$ cat src/rtl/dynamic_adder_pkg.sv
// ============================================================================
// Package : dynamic_adder_pkg
// Purpose : FSM state type and segment-count helpers for iter_drca.
// Revision: 1.0
// ============================================================================
`default_nettype none

package dynamic_adder_pkg;

  typedef enum logic [1:0] {
    IDLE = 2'd0,
    BUSY = 2'd1,
    DONE = 2'd2
  } state_t;

  localparam int DEFAULT_N = 8;
  localparam int DEFAULT_W = 4;

  function automatic int seg_count(input int n, input int w);
    return n / w;
  endfunction

  // Wide enough to hold K itself, not just K-1.
  function automatic int lat_width(input int n, input int w);
    return $clog2(n / w) + 1;
  endfunction

endpackage

`default_nettype wire

$ cat src/rtl/seg_rca.sv
// ============================================================================
// Module  : seg_rca
// Purpose : W-bit combinational ripple-carry adder segment.
// Revision: 1.0
// ============================================================================
`default_nettype none

module seg_rca #(
  parameter int W = 4
) (
  input  logic [W-1:0] a,
  input  logic [W-1:0] b,
  input  logic         cin,
  output logic [W-1:0] s,
  output logic         cout
);

  logic [W:0] w_c;

  assign w_c[0] = cin;

  generate
    for (genvar i = 0; i < W; i++) begin : g_bit
      assign s[i]      = a[i] ^ b[i] ^ w_c[i];
      assign w_c[i+1]  = (a[i] & b[i]) | (w_c[i] & (a[i] ^ b[i]));
    end
  endgenerate

  assign cout = w_c[W];

endmodule

`default_nettype wire

$ cat src/rtl/iter_drca.sv
// ============================================================================
// Module  : iter_drca
// Purpose : Iterative adder, one W-bit segment per cycle through a shared
//           seg_rca. Optional early completion via ITER_DRCA_EARLY_DONE_EN.
// Revision: 1.0
// ============================================================================
`default_nettype none

module iter_drca
  import dynamic_adder_pkg::*;
#(
  parameter int N = DEFAULT_N,
  parameter int W = DEFAULT_W
) (
  input  logic                         clk,
  input  logic                         rst,
  input  logic                         in_valid,
  output logic                         in_ready,
  input  logic [N-1:0]                 A,
  input  logic [N-1:0]                 B,
  input  logic                         Cin,
  output logic                         out_valid,
  input  logic                         out_ready,
  output logic [N-1:0]                 S,
  output logic [N-1:0]                 P,
  output logic                         Cout,
  output logic [lat_width(N, W)-1:0]   lat
);

  localparam int K  = seg_count(N, W);
  localparam int LW = lat_width(N, W);

  generate
    if ((N % W) != 0 || N < W) begin : g_cfg_check
      $error("iter_drca: N must be a non-zero multiple of W");
    end
  endgenerate

  state_t          r_state;
  state_t          w_state_nxt;

  logic [N-1:0]    r_a;
  logic [N-1:0]    r_b;
  logic            r_carry;
  logic [LW-1:0]   r_idx;
  logic [N-1:0]    r_s;
  logic [N-1:0]    r_p;
  logic            r_cout;
  logic [LW-1:0]   r_lat;

  logic [W-1:0]    w_seg_a;
  logic [W-1:0]    w_seg_b;
  logic [W-1:0]    w_seg_s;
  logic            w_seg_cout;
  logic            w_last;
  logic            w_early;
  logic            w_accept;
  logic            w_finish;

  assign w_seg_a  = r_a[int'(r_idx)*W +: W];
  assign w_seg_b  = r_b[int'(r_idx)*W +: W];
  assign w_last   = (r_idx == LW'(K - 1));

  seg_rca #(
    .W    (W)
  ) u_seg_rca (
    .a    (w_seg_a),
    .b    (w_seg_b),
    .cin  (r_carry),
    .s    (w_seg_s),
    .cout (w_seg_cout)
  );

`ifdef ITER_DRCA_EARLY_DONE_EN
  // Nothing left to add above this segment and no carry to ripple: the
  // remaining S slices are already zero from acceptance, so stop here.
  logic [N-1:0] w_hi_bits;
  assign w_hi_bits = (r_a | r_b) >> (W * (int'(r_idx) + 1));
  assign w_early   = !w_last && !w_seg_cout && (w_hi_bits == '0);
`else
  assign w_early   = 1'b0;
`endif

  assign w_accept = (r_state == IDLE) && in_valid;
  assign w_finish = (r_state == BUSY) && (w_last || w_early);

  // State register
  always_ff @(posedge clk or posedge rst) begin
    if (rst) begin
      r_state <= IDLE;
    end else begin
      r_state <= w_state_nxt;
    end
  end

  // Next-state logic
  always_comb begin
    w_state_nxt = r_state;
    case (r_state)
      IDLE:    if (in_valid)  w_state_nxt = BUSY;
      BUSY:    if (w_finish)  w_state_nxt = DONE;
      DONE:    if (out_ready) w_state_nxt = IDLE;
      default:                w_state_nxt = IDLE;
    endcase
  end

  // Output logic
  always_comb begin
    in_ready  = 1'b0;
    out_valid = 1'b0;
    case (r_state)
      IDLE:    in_ready  = 1'b1;
      DONE:    out_valid = 1'b1;
      default: ;
    endcase
  end

  // Operand and result datapath
  always_ff @(posedge clk or posedge rst) begin
    if (rst) begin
      r_a     <= '0;
      r_b     <= '0;
      r_carry <= 1'b0;
      r_idx   <= '0;
      r_s     <= '0;
      r_p     <= '0;
      r_cout  <= 1'b0;
      r_lat   <= '0;
    end else if (w_accept) begin
      r_a     <= A;
      r_b     <= B;
      r_carry <= Cin;
      r_idx   <= '0;
      r_p     <= A ^ B;
      r_s     <= '0;
    end else if (r_state == BUSY) begin
      r_s[int'(r_idx)*W +: W] <= w_seg_s;
      r_carry                 <= w_seg_cout;
      r_idx                   <= r_idx + LW'(1);
      if (w_finish) begin
        r_cout <= w_seg_cout;
        r_lat  <= r_idx + LW'(1);
      end
    end
  end

  assign S    = r_s;
  assign P    = r_p;
  assign Cout = r_cout;
  assign lat  = r_lat;

endmodule

`default_nettype wire

$ cat config.mk
export PLATFORM = sky130hd
export DESIGN_NAME = iter_drca
export DESIGN_NICKNAME = d
export VERILOG_FILES = /design/src/rtl/dynamic_adder_pkg.sv /design/src/rtl/seg_rca.sv /design/src/rtl/iter_drca.sv
export SDC_FILE = /design/constraint.sdc
export NUM_CORES = 1
export LEC_CHECK = 0
export BUFFER_PORTS_ARGS = -buffer_cell sky130_fd_sc_hd__clkbuf_2
export CAP_MARGIN = 10
export CORE_MARGIN = 4
export CORE_UTILIZATION = 48
export CTS_CLUSTER_DIAMETER = 60
export CTS_CLUSTER_SIZE = 24
export DETAILED_ROUTE_END_ITERATION = 8
export GPL_ROUTABILITY_DRIVEN = 0
export GPL_TIMING_DRIVEN = 0
export PLACE_DENSITY = 0.75
export SLEW_MARGIN = 20
export SYNTH_ARGS = -nofsm -noshare
export SYNTH_HDL_FRONTEND = slang
export SYNTH_HIERARCHICAL = 1
export SYNTH_SLANG_ARGS = --single-unit
$ cat constraint.sdc
create_clock -name clk -period 2.8 [get_ports clk]
set_clock_uncertainty 0.15 [all_clocks]
set_input_delay 0.14 -clock clk [delete_from_list [all_inputs] [get_ports clk]]
set_output_delay 0.14 -clock clk [all_outputs]
set_load 0.02 [all_outputs]
==> qor.yml <==
power_uw: 2880
cp_cell_sequence: "mux2i_1, nor2_1, fa_2, inv_2, fa_2, inv_2, fa_2, inv_2, fa_1, inv_2, a22o_1"
worst-endpoint-arrival_ns: 2.76
clock.fmax_ghz: 0.367
yosys_warnings: 6
grt_pass1_vias: 1533
critPathMaxFanout: 4
clock-sinks: 40
starting_utilization_of_the_core_area: 0.513
area_delta_synth_final_pct: 29.6
globalRouteOverflowTotal: 0
clock_tree_from_tritoncts: "yes"
grt_start_max_net_pins: 23
placed_area_um2: 2230
fp-row-count: 22
synthArstFlopShare: 1.00
worstSetupPathType: "reg -> reg"
io_buffer_count: 41
setup_viol: 0
vdd_ir_drop_max_mv: 0.507
global_route_wire_length_before_repair_mm: 7.06
synth.ff_latch_count: 40
synth_sequential_area_ratio: 0.518
design_area_um2: 2510
die_w_um: 71.5
ant_nets: 0
count_of_flip_flops_with_a_built_in_enable_after_synthesis: 0
dpl.hpwl_mm: 2.77
clk_pin_slew_ns: 0.07
die_area_um2: 5110
final_max_slew_viol_count: 0
dp_worst_setup_slack_ns: -0.186
outcome: "finished clean"
design.core.area_um2: 3770
design.portCount: 42
slowest_stage: "fa_1"
worst-slew-pin-transition_ns: 0.435
postSynthAreaPerCell_um2: 11.9
synth_ff_type: "dfrtp_1"
worst_setup_path_end_kind: "flip-flop"
rsz0062_at_grt: "true"
route.vias.total: 1369
synth_top_cells_by_count: "dfrtp_1, nor2_1, mux2_2"
critPathMaxStageDelay_ns: 0.51
synth_most_common_cell: "dfrtp_1"
cts-root-buf: "clkbuf_8"
synth_top_cell_by_area: "dfrtp_1"
min_path_type: "in -> reg"
cts.path.max_buffers: 2
grt.total_usage: 0.177
post_synth_num_cell_types: 27
final-hold-violation-count: 0
detail_route.wirelength_mm: 3.97
layout.nets: 259
worst_ep_required_time_ns: 2.83
synth_top_cells_by_area: "dfrtp_1, mux2_2, fa_1, mux2i_1, xnor2_1"
drt-vias-per-instance: 4.92
max-cap-violations: 0
fin_crit_ns: 2.73
leakage_dissipation_uw: 0.00122
pwr_dens_nw_per_um2: 1150
synth.net_count: 191
detail_route.first_pass.iterations: 4
cts_max_level: 2
final.setup.worst_slack_ns: 0.0734
relSlewSlack: 0.710
reg2regPathDepth: 11
worst_skew_pair.late_latency_ns: 0.29
fin_crit_sh: 0.974
route.detailed.drc: 0
numCtsBuffers: 5
wl_per_cell_um: 14.3
postSynthCellCount: 162
cp-start-kind: "flip-flop"
whs_path_depth: 4
drive_gt1_frac: 0.348
grt_antenna_before_repair: 0
synth_top_area_frac: 0.518
violation_count_after_the_first_detailed_route_iteration: 52
cpMostUsedCell: "inv_2"
fin_hold_ws_ns: 0.110
syn-cell-area_um2: 1930
n_antenna_cell: 0
die-height_um: 71.5
-- layer usage --
layer,share of wire,GRT usage
met3,0.062,0.0561
met2,0.50,0.293
met1,0.42,0.217
met5,0,0
met4,0.023,0.0626
-- power breakdown --
part	switching, uW	total (uW)	internal (uW)
clock	183	352	169
combinational	833	1510	672
sequential	167	1020	852
-- worst paths after layout --
path	start	to	slack, ns
worst max register to register	r_idx[0]	S[7]	0.07
max in group asynchronous	rst	r_idx[0]	1.80
worst min-delay path	in_valid	r_idx[1]	0.11
worst max-delay path	r_idx[0]	S[7]	0.07
min in group asynchronous	rst	P[7]	0.24
worst min register to register	r_b[1]	r_b[1]	0.34
-- what timing repair did --
| action | 4_1_cts | 5_1_grt |
|---|---|---|
| pin swaps | 0 | 8 |
| hold buffers | 18 | 0 |
| endpoints found under the hold margin | 40 | 0 |
| setup buffers | 3 | 0 |
| gates resized for setup | 3 | 7 |
| setup endpoints to repair | 4 | 4 |
| cloned | 0 | 0 |
-- area by class of cell --
class	count	area, um2
buffer	5	48.8
clock buffer	6	72.6
clock inverter	1	5.00
fill	290	1260
inverter	13	48.8
multi-input combinational	102	833
sequential	40	1000
tap	48	60.1
timing repair buffer	63	435
-- placed cells by master, fill, tap and decap left out, types with 3 or more instances in the layout --
cell,count
xnor2_1,8
a21oi_1,10
inv_1,8
dfrtp_1,39
buf_6,3
clkbuf_2,41
inv_2,5
mux2_2,14
clkbuf_8,5
ha_1,4
mux2_1,4
dlygate4sd3_1,18
nor2_1,18
a22o_1,6
a21o_1,3
fa_2,3
buf_4,5
mux2i_1,8
nand2_1,8
-- cell families after synthesis --
group           share of synthesized area
flops                               0.518
simple gates                       0.0932
mux                                 0.146
compound gates                     0.0841
buf+inv                            0.0550
xor+xnor                           0.0362
fa+ha+maj                          0.0673
-- worst max-delay path, delay by kind of cell (launching register included) --
kind	cells	cell delay, ns
fa+ha+maj	4	1.30
buf+inv	4	0.20
simple gates	1	0.16
flops	1	0.45
compound gates	1	0.22
mux	1	0.13
-- stage by stage --
step | instances | setup TNS, ns | utilization
after CTS | 280 | 0 | 0.668
after detailed placement | 252 | -0.483 | 0.591
final | 278 | 0 | 0.665
after floorplan | 162 | 0 | -
after global placement | 251 | -0.319 | 0.584
after global routing | 278 | -0.0258 | 0.665
-- sequential cells by signal (all words and copies together), names as in the netlist --
signal   cells
lat          2
r_idx        2
r_a          8
r_carry      1
P            8
S            8
r_state      2
r_b          8
Cout         1
No activity file was read; power rests on OpenSTA's default activity.
